$ cat src/rtl/reg_file_mp_if.sv
// Decode/writeback bus of the multi-port register file: read ports, writeback ports,
// destination allocation and the busy scoreboard view.
interface reg_file_mp_if #(
  parameter int ADDR_WIDTH = 5,
  parameter int DATA_WIDTH = 32,
  parameter int NUM_RD     = 2,
  parameter int NUM_WR     = 2
);
  logic [NUM_RD*ADDR_WIDTH-1:0] iRdAddr;
  logic [NUM_RD*DATA_WIDTH-1:0] oRdData;
  logic [NUM_RD-1:0]            oRdBusy;
  logic [NUM_WR-1:0]            iWrEn;
  logic [NUM_WR*ADDR_WIDTH-1:0] iWrAddr;
  logic [NUM_WR*DATA_WIDTH-1:0] iWrData;
  logic                         iAllocEn;
  logic [ADDR_WIDTH-1:0]        iAllocAddr;
  logic [(2**ADDR_WIDTH)-1:0]   oBusyVec;

  modport master (
    output iRdAddr, iWrEn, iWrAddr, iWrData, iAllocEn, iAllocAddr,
    input  oRdData, oRdBusy, oBusyVec
  );

  modport slave (
    input  iRdAddr, iWrEn, iWrAddr, iWrData, iAllocEn, iAllocAddr,
    output oRdData, oRdBusy, oBusyVec
  );
endinterface

$ cat src/rtl/reg_file_mp.sv
// Flop-based multi-port integer register file with hardwired-zero r0, optional
// write-to-read bypass and a per-register busy scoreboard.
module reg_file_mp #(
  parameter int ADDR_WIDTH = 5,
  parameter int DATA_WIDTH = 32,
  parameter int NUM_RD     = 2,
  parameter int NUM_WR     = 2,
  parameter int BYPASS     = 1
) (
  input logic          clk,
  input logic          rst,
  reg_file_mp_if.slave bus
);
  localparam int NUM_WORDS = 2**ADDR_WIDTH;

  logic [DATA_WIDTH-1:0] r_mem [NUM_WORDS];
  logic [NUM_WORDS-1:0]  r_busy;
  logic [NUM_WORDS-1:0]  w_wr_hit;
  logic [NUM_WORDS-1:0]  w_busy_nxt;

  always_comb begin
    w_wr_hit = '0;
    for (int w = 0; w < NUM_WR; w++) begin
      if (bus.iWrEn[w]) begin
        w_wr_hit[bus.iWrAddr[w*ADDR_WIDTH +: ADDR_WIDTH]] = 1'b1;
      end
    end
  end

  // A new allocation supersedes the producer whose writeback lands this cycle.
  always_comb begin
    w_busy_nxt = '0;
    for (int r = 1; r < NUM_WORDS; r++) begin
      if (bus.iAllocEn && (bus.iAllocAddr == ADDR_WIDTH'(r))) begin
        w_busy_nxt[r] = 1'b1;
      end else if (w_wr_hit[r]) begin
        w_busy_nxt[r] = 1'b0;
      end else begin
        w_busy_nxt[r] = r_busy[r];
      end
    end
  end

  // Ports are scanned in ascending order so the highest-index writer's NBA lands last.
  always_ff @(posedge clk) begin
    if (rst) begin
      for (int r = 0; r < NUM_WORDS; r++) begin
        r_mem[r] <= '0;
      end
      r_busy <= '0;
    end else begin
      for (int w = 0; w < NUM_WR; w++) begin
        if (bus.iWrEn[w] && (bus.iWrAddr[w*ADDR_WIDTH +: ADDR_WIDTH] != '0)) begin
          r_mem[bus.iWrAddr[w*ADDR_WIDTH +: ADDR_WIDTH]] <= bus.iWrData[w*DATA_WIDTH +: DATA_WIDTH];
        end
      end
      r_busy <= w_busy_nxt;
    end
  end

  assign bus.oBusyVec = r_busy;

  for (genvar p = 0; p < NUM_RD; p++) begin : g_rd
    logic [ADDR_WIDTH-1:0] w_addr;
    logic [DATA_WIDTH-1:0] w_data;
    logic                  w_busy;
    logic                  w_byp;

    assign w_addr = bus.iRdAddr[p*ADDR_WIDTH +: ADDR_WIDTH];

    always_comb begin
      w_byp  = 1'b0;
      w_data = r_mem[w_addr];
      w_busy = r_busy[w_addr];
      if (BYPASS != 0) begin
        for (int w = 0; w < NUM_WR; w++) begin
          if (bus.iWrEn[w] && (bus.iWrAddr[w*ADDR_WIDTH +: ADDR_WIDTH] == w_addr)) begin
            w_byp  = 1'b1;
            w_data = bus.iWrData[w*DATA_WIDTH +: DATA_WIDTH];
          end
        end
        if (w_byp) begin
          w_busy = bus.iAllocEn && (bus.iAllocAddr == w_addr);
        end
      end
      if (w_addr == '0) begin
        w_data = '0;
        w_busy = 1'b0;
      end
    end

    assign bus.oRdData[p*DATA_WIDTH +: DATA_WIDTH] = w_data;
    assign bus.oRdBusy[p] = w_busy;
  end
endmodule
$ cat src/flat_wrapper.sv
// flat-port wrapper written by rule: the top's interface ports become plain ports
module reg_file_mp_flat 
#(
  parameter int ADDR_WIDTH = 5,
  parameter int DATA_WIDTH = 32,
  parameter int NUM_RD     = 2,
  parameter int NUM_WR     = 2,
  parameter int BYPASS     = 1
)
  (clk, rst, bus_iRdAddr, bus_iWrEn, bus_iWrAddr, bus_iWrData, bus_iAllocEn, bus_iAllocAddr, bus_oRdData, bus_oRdBusy, bus_oBusyVec);
  reg_file_mp_if #(.ADDR_WIDTH(ADDR_WIDTH), .DATA_WIDTH(DATA_WIDTH), .NUM_RD(NUM_RD), .NUM_WR(NUM_WR)) bus_i ();
  input logic clk;
  input logic rst;
  input wire logic [$bits(bus_i.iRdAddr)-1:0] bus_iRdAddr;
  input wire logic [$bits(bus_i.iWrEn)-1:0] bus_iWrEn;
  input wire logic [$bits(bus_i.iWrAddr)-1:0] bus_iWrAddr;
  input wire logic [$bits(bus_i.iWrData)-1:0] bus_iWrData;
  input wire logic [$bits(bus_i.iAllocEn)-1:0] bus_iAllocEn;
  input wire logic [$bits(bus_i.iAllocAddr)-1:0] bus_iAllocAddr;
  output wire logic [$bits(bus_i.oRdData)-1:0] bus_oRdData;
  output wire logic [$bits(bus_i.oRdBusy)-1:0] bus_oRdBusy;
  output wire logic [$bits(bus_i.oBusyVec)-1:0] bus_oBusyVec;
  assign bus_i.iRdAddr = bus_iRdAddr;
  assign bus_i.iWrEn = bus_iWrEn;
  assign bus_i.iWrAddr = bus_iWrAddr;
  assign bus_i.iWrData = bus_iWrData;
  assign bus_i.iAllocEn = bus_iAllocEn;
  assign bus_i.iAllocAddr = bus_iAllocAddr;
  assign bus_oRdData = bus_i.oRdData;
  assign bus_oRdBusy = bus_i.oRdBusy;
  assign bus_oBusyVec = bus_i.oBusyVec;
  reg_file_mp #(.ADDR_WIDTH(ADDR_WIDTH), .DATA_WIDTH(DATA_WIDTH), .NUM_RD(NUM_RD), .NUM_WR(NUM_WR), .BYPASS(BYPASS)) u_core (.clk(clk), .rst(rst), .bus(bus_i));
endmodule
$ cat config.mk
export PLATFORM = sky130hd
export DESIGN_NAME = reg_file_mp_flat
export DESIGN_NICKNAME = d
export VERILOG_FILES = /design/src/rtl/reg_file_mp_if.sv /design/src/rtl/reg_file_mp.sv /design/src/flat_wrapper.sv
export SDC_FILE = /design/constraint.sdc
export NUM_CORES = 2
export LEC_CHECK = 0
export ABC_AREA = 0
export ABC_CLOCK_PERIOD_IN_PS = 3300
export CORE_MARGIN = 2
export CORE_UTILIZATION = 35
export CTS_CLUSTER_SIZE = 12
export DETAILED_ROUTE_END_ITERATION = 10
export PLACE_DENSITY = 0.58
export SYNTH_ARGS = -nofsm -noshare
export SYNTH_HDL_FRONTEND = slang
export SYNTH_SLANG_ARGS = --single-unit
export TNS_END_PERCENT = 100
$ cat constraint.sdc
create_clock -name clk -period 3.3 [get_ports clk]
set_input_delay 0.495 -clock clk [delete_from_list [all_inputs] [get_ports clk]]
set_output_delay 0.495 -clock clk [all_outputs]
set_load 0.005 [all_outputs]
==> flow_summary.yaml <==
critical_path:
  crit_arrival_ns: 2.92
  crit_top_cell: "mux4_2"
  start_kind: "register"
  crit_path_top_delay_cell: "mux4_2"
  critical_path_required_ns: 2.80
  max_stage_delay_ns: 0.58
  crit_chain: "mux4_2, mux4_2, mux2i_2, buf_4, o22ai_2, buf_2"
  criticalPathCategory: "reg -> out"
  worstPathMaxFanout: 2
  critPathCaptureType: "output pin"
final_layout:
  layout.nets: 4887
  area_growth_pct: 25.9
  final_util: 0.445
  design_area_um2: 78600
  drive_gt1_frac: 0.384
  multiInputGateArea_um2: 29500
  fillers: 15506
  regArea_um2: 31400
floorplanning:
  core_area_um2: 177000
  dieArea_um2: 182000
  dieHeight_um: 426
  fp.dieW_um: 426
  ios: 192
  rows: 154
  start_util: 0.353
cts:
  clkTransAtPathRegs_ns: 0.06
  tritoncts: "done"
  clk_latency_ns: 0.80
  clock-sinks: 1055
  cts_max_path_buffers: 3
  h-tree-depth: 3
  clockRootBuffer: "clkbuf_16"
  cts_made_buffers: 119
  cts_hold_buf: 0
timing:
  slew_viol_final: 0
  finalHoldViolCount: 0
  finalSetupViolations: 14
  fmax_ghz: 0.293
  fin_skew_ns: 0
  period_share: 1.04
  setup_slack_ns: -0.116
  worst_slew_pin_slew_ns: 0.893
  fin_crit_ns: 3.42
  grt_setup_unrepaired: "yes"
  max_slew_margin: 0.405
yosys:
  synth_largest_area_cell: "edfxtp_1"
  ys_warn_count: 0
  synth_edf_count: 1024
  synth.distinct_cells: 69
  yosys-top-cells-count: "1026 x a22o_1, 1024 x edfxtp_1, 535 x mux4_2, 447 x clkbuf_1, 184 x mux2i_1"
  yosys-top-cells-area: "edfxtp_1 49%, mux4_2 19%, a22o_1 14%"
  yosysSeqAreaShare: 0.503
  async_flop_share: 0
  synth_area_um2: 62400
  yosysMostFrequentCell: "a22o_1"
  ys.flop_type: "edfxtp_1"
  synth_cells: 4313
  ys_ff_latch: 1055
  syn_avg_cell_area_um2: 14.5
  yosysTopAreaCellShare: 0.493
status:
  status: "complete, but fails checks"
  violations: "negative setup slack"
power:
  powerDensity_nw_per_um2: 454
  irDropWorstVdd_mv: 0.457
  power.leakage_uw: 0.0275
grt:
  grt_pass1_vias: 49962
  grt_usage: 0.332
  grt_max_degree: 54
  gr-total-overflow: 0
  antenna_found_initial: 8
  grt_pass1_wl_um: 415000
drt:
  routed_wl_um: 308000
  postRouteAntennaNets: 0
  vias: 51339
  drcViolationCount: 0
  drt_iter0_markers: 8617
  post_drt_wl_per_cell_um: 42.6
  detail_route.first_pass.iterations: 7
  via_per_inst: 7.10
placement:
  placedInstanceArea_um2: 73600
  dp.final_hpwl_um: 209000
  gp_congestion: 1.03
  port_buffers: 190
job:
  cap_violations: 0
min_path:
  hold_path_class: "in -> reg"
[sequential cells by signal (all words and copies together), names as in the netlist]
name / cells
u_core.bus.oBusyVec: 31
u_core.r_mem: 1024
[area by class of cell]
class                      count  area share
antenna                        2   0.0000637
clock buffer                 157      0.0413
clock inverter                60     0.00661
inverter                      26     0.00131
multi-input combinational   2553       0.375
sequential                  1055       0.399
tap                         2340      0.0373
timing repair buffer        1038       0.139
[metal layers]
| metal | GRT usage | part of all wire |
|---|---|---|
| met1 | 0.407 | 0.34 |
| met2 | 0.475 | 0.42 |
| met3 | 0.116 | 0.14 |
| met4 | 0.266 | 0.098 |
| met5 | 0 | 0.00018 |
[critical path: cells and delay by family, from the launching register on]
kind            cells  cell delay (ns)
flops               1             0.40
buf+inv             2             0.32
mux                 3             1.34
compound gates      1             0.06
[logic make-up after synthesis]
logic type / Yosys count / share of synthesized area
buffers and inverters: 737 / 0.0515
AOI/OAI and AO/OA: 1353 / 0.186
other: 1 / 0.0000601
xor gates and xnor gates: 30 / 0.00421
muxes: 731 / 0.225
DFF: 1055 / 0.503
and+or+nand+nor: 406 / 0.0310
[placed cells by master (no fill, tap or decap), types with 21 or more instances in the layout]
| cell type | synthesis | routed |
|---|---|---|
| a32o_2 | 0 | 26 |
| buf_2 | 134 | 21 |
| buf_4 | 28 | 603 |
| a22oi_1 | 73 | 69 |
| clkbuf_2 | 1 | 24 |
| clkbuf_16 | 0 | 122 |
| mux4_2 | 535 | 535 |
| clkdlybuf4s50_1 | 0 | 103 |
| buf_6 | 16 | 29 |
| a211o_2 | 0 | 28 |
| nand2_1 | 156 | 151 |
| dfxtp_1 | 31 | 27 |
| clkinv_1 | 0 | 27 |
| nor2_1 | 96 | 58 |
| a32oi_1 | 67 | 54 |
| clkbuf_1 | 447 | 27 |
| mux2i_1 | 184 | 158 |
| conb_1 | 1 | 33 |
| inv_1 | 24 | 24 |
| a22o_1 | 1026 | 1026 |
| buf_12 | 1 | 214 |
| edfxtp_1 | 1024 | 1024 |
| nor3_2 | 7 | 26 |
| nor2_4 | 0 | 35 |
[worst paths after layout]
| kind | from | endpoint | slack [ns] | cells after the start |
|---|---|---|---|---|
| worst max-delay path | u_core.r_mem[23][11] | bus_oRdData[11] | -0.12 | 6 |
| worst max register to register | u_core.bus.oBusyVec[19] | u_core.bus.oBusyVec[19] | 2.52 | 2 |
| worst min-delay path | bus_iAllocAddr[0] | u_core.bus.oBusyVec[3] | 0.51 | 3 |
| worst min register to register | u_core.bus.oBusyVec[4] | u_core.bus.oBusyVec[4] | 0.52 | 2 |
[per-stage QoR]
step | setup TNS, ns | power (µW) | std cells | hold WS [ns] | setup WS [ns]
final | -0.466 | 35600 | 7231 | 0.509 | -0.116
after CTS | -0.389 | 35400 | 7220 | 0.455 | -0.149
after global routing | -0.486 | 36300 | 7229 | 0.485 | -0.133
after global placement | -58.65 | 22300 | 6986 | 0.504 | -1.18
after floorplan | 0 | 19100 | 4345 | 0.481 | 0.451
after detailed placement | -56.99 | 22400 | 6986 | 0.516 | -1.16
[repair_timing]
action	CTS	global route
gates resized for setup	340	99
cloned	3	0
setup buffers	35	13
setup endpoints to repair	66	61
pin swaps	58	34
[report_power, final]
group          switching, µW  internal [µW]
clock                   5920           7290
combinational           3670           2870
sequential               418          15500
No activity file was read; power rests on OpenSTA's default activity.
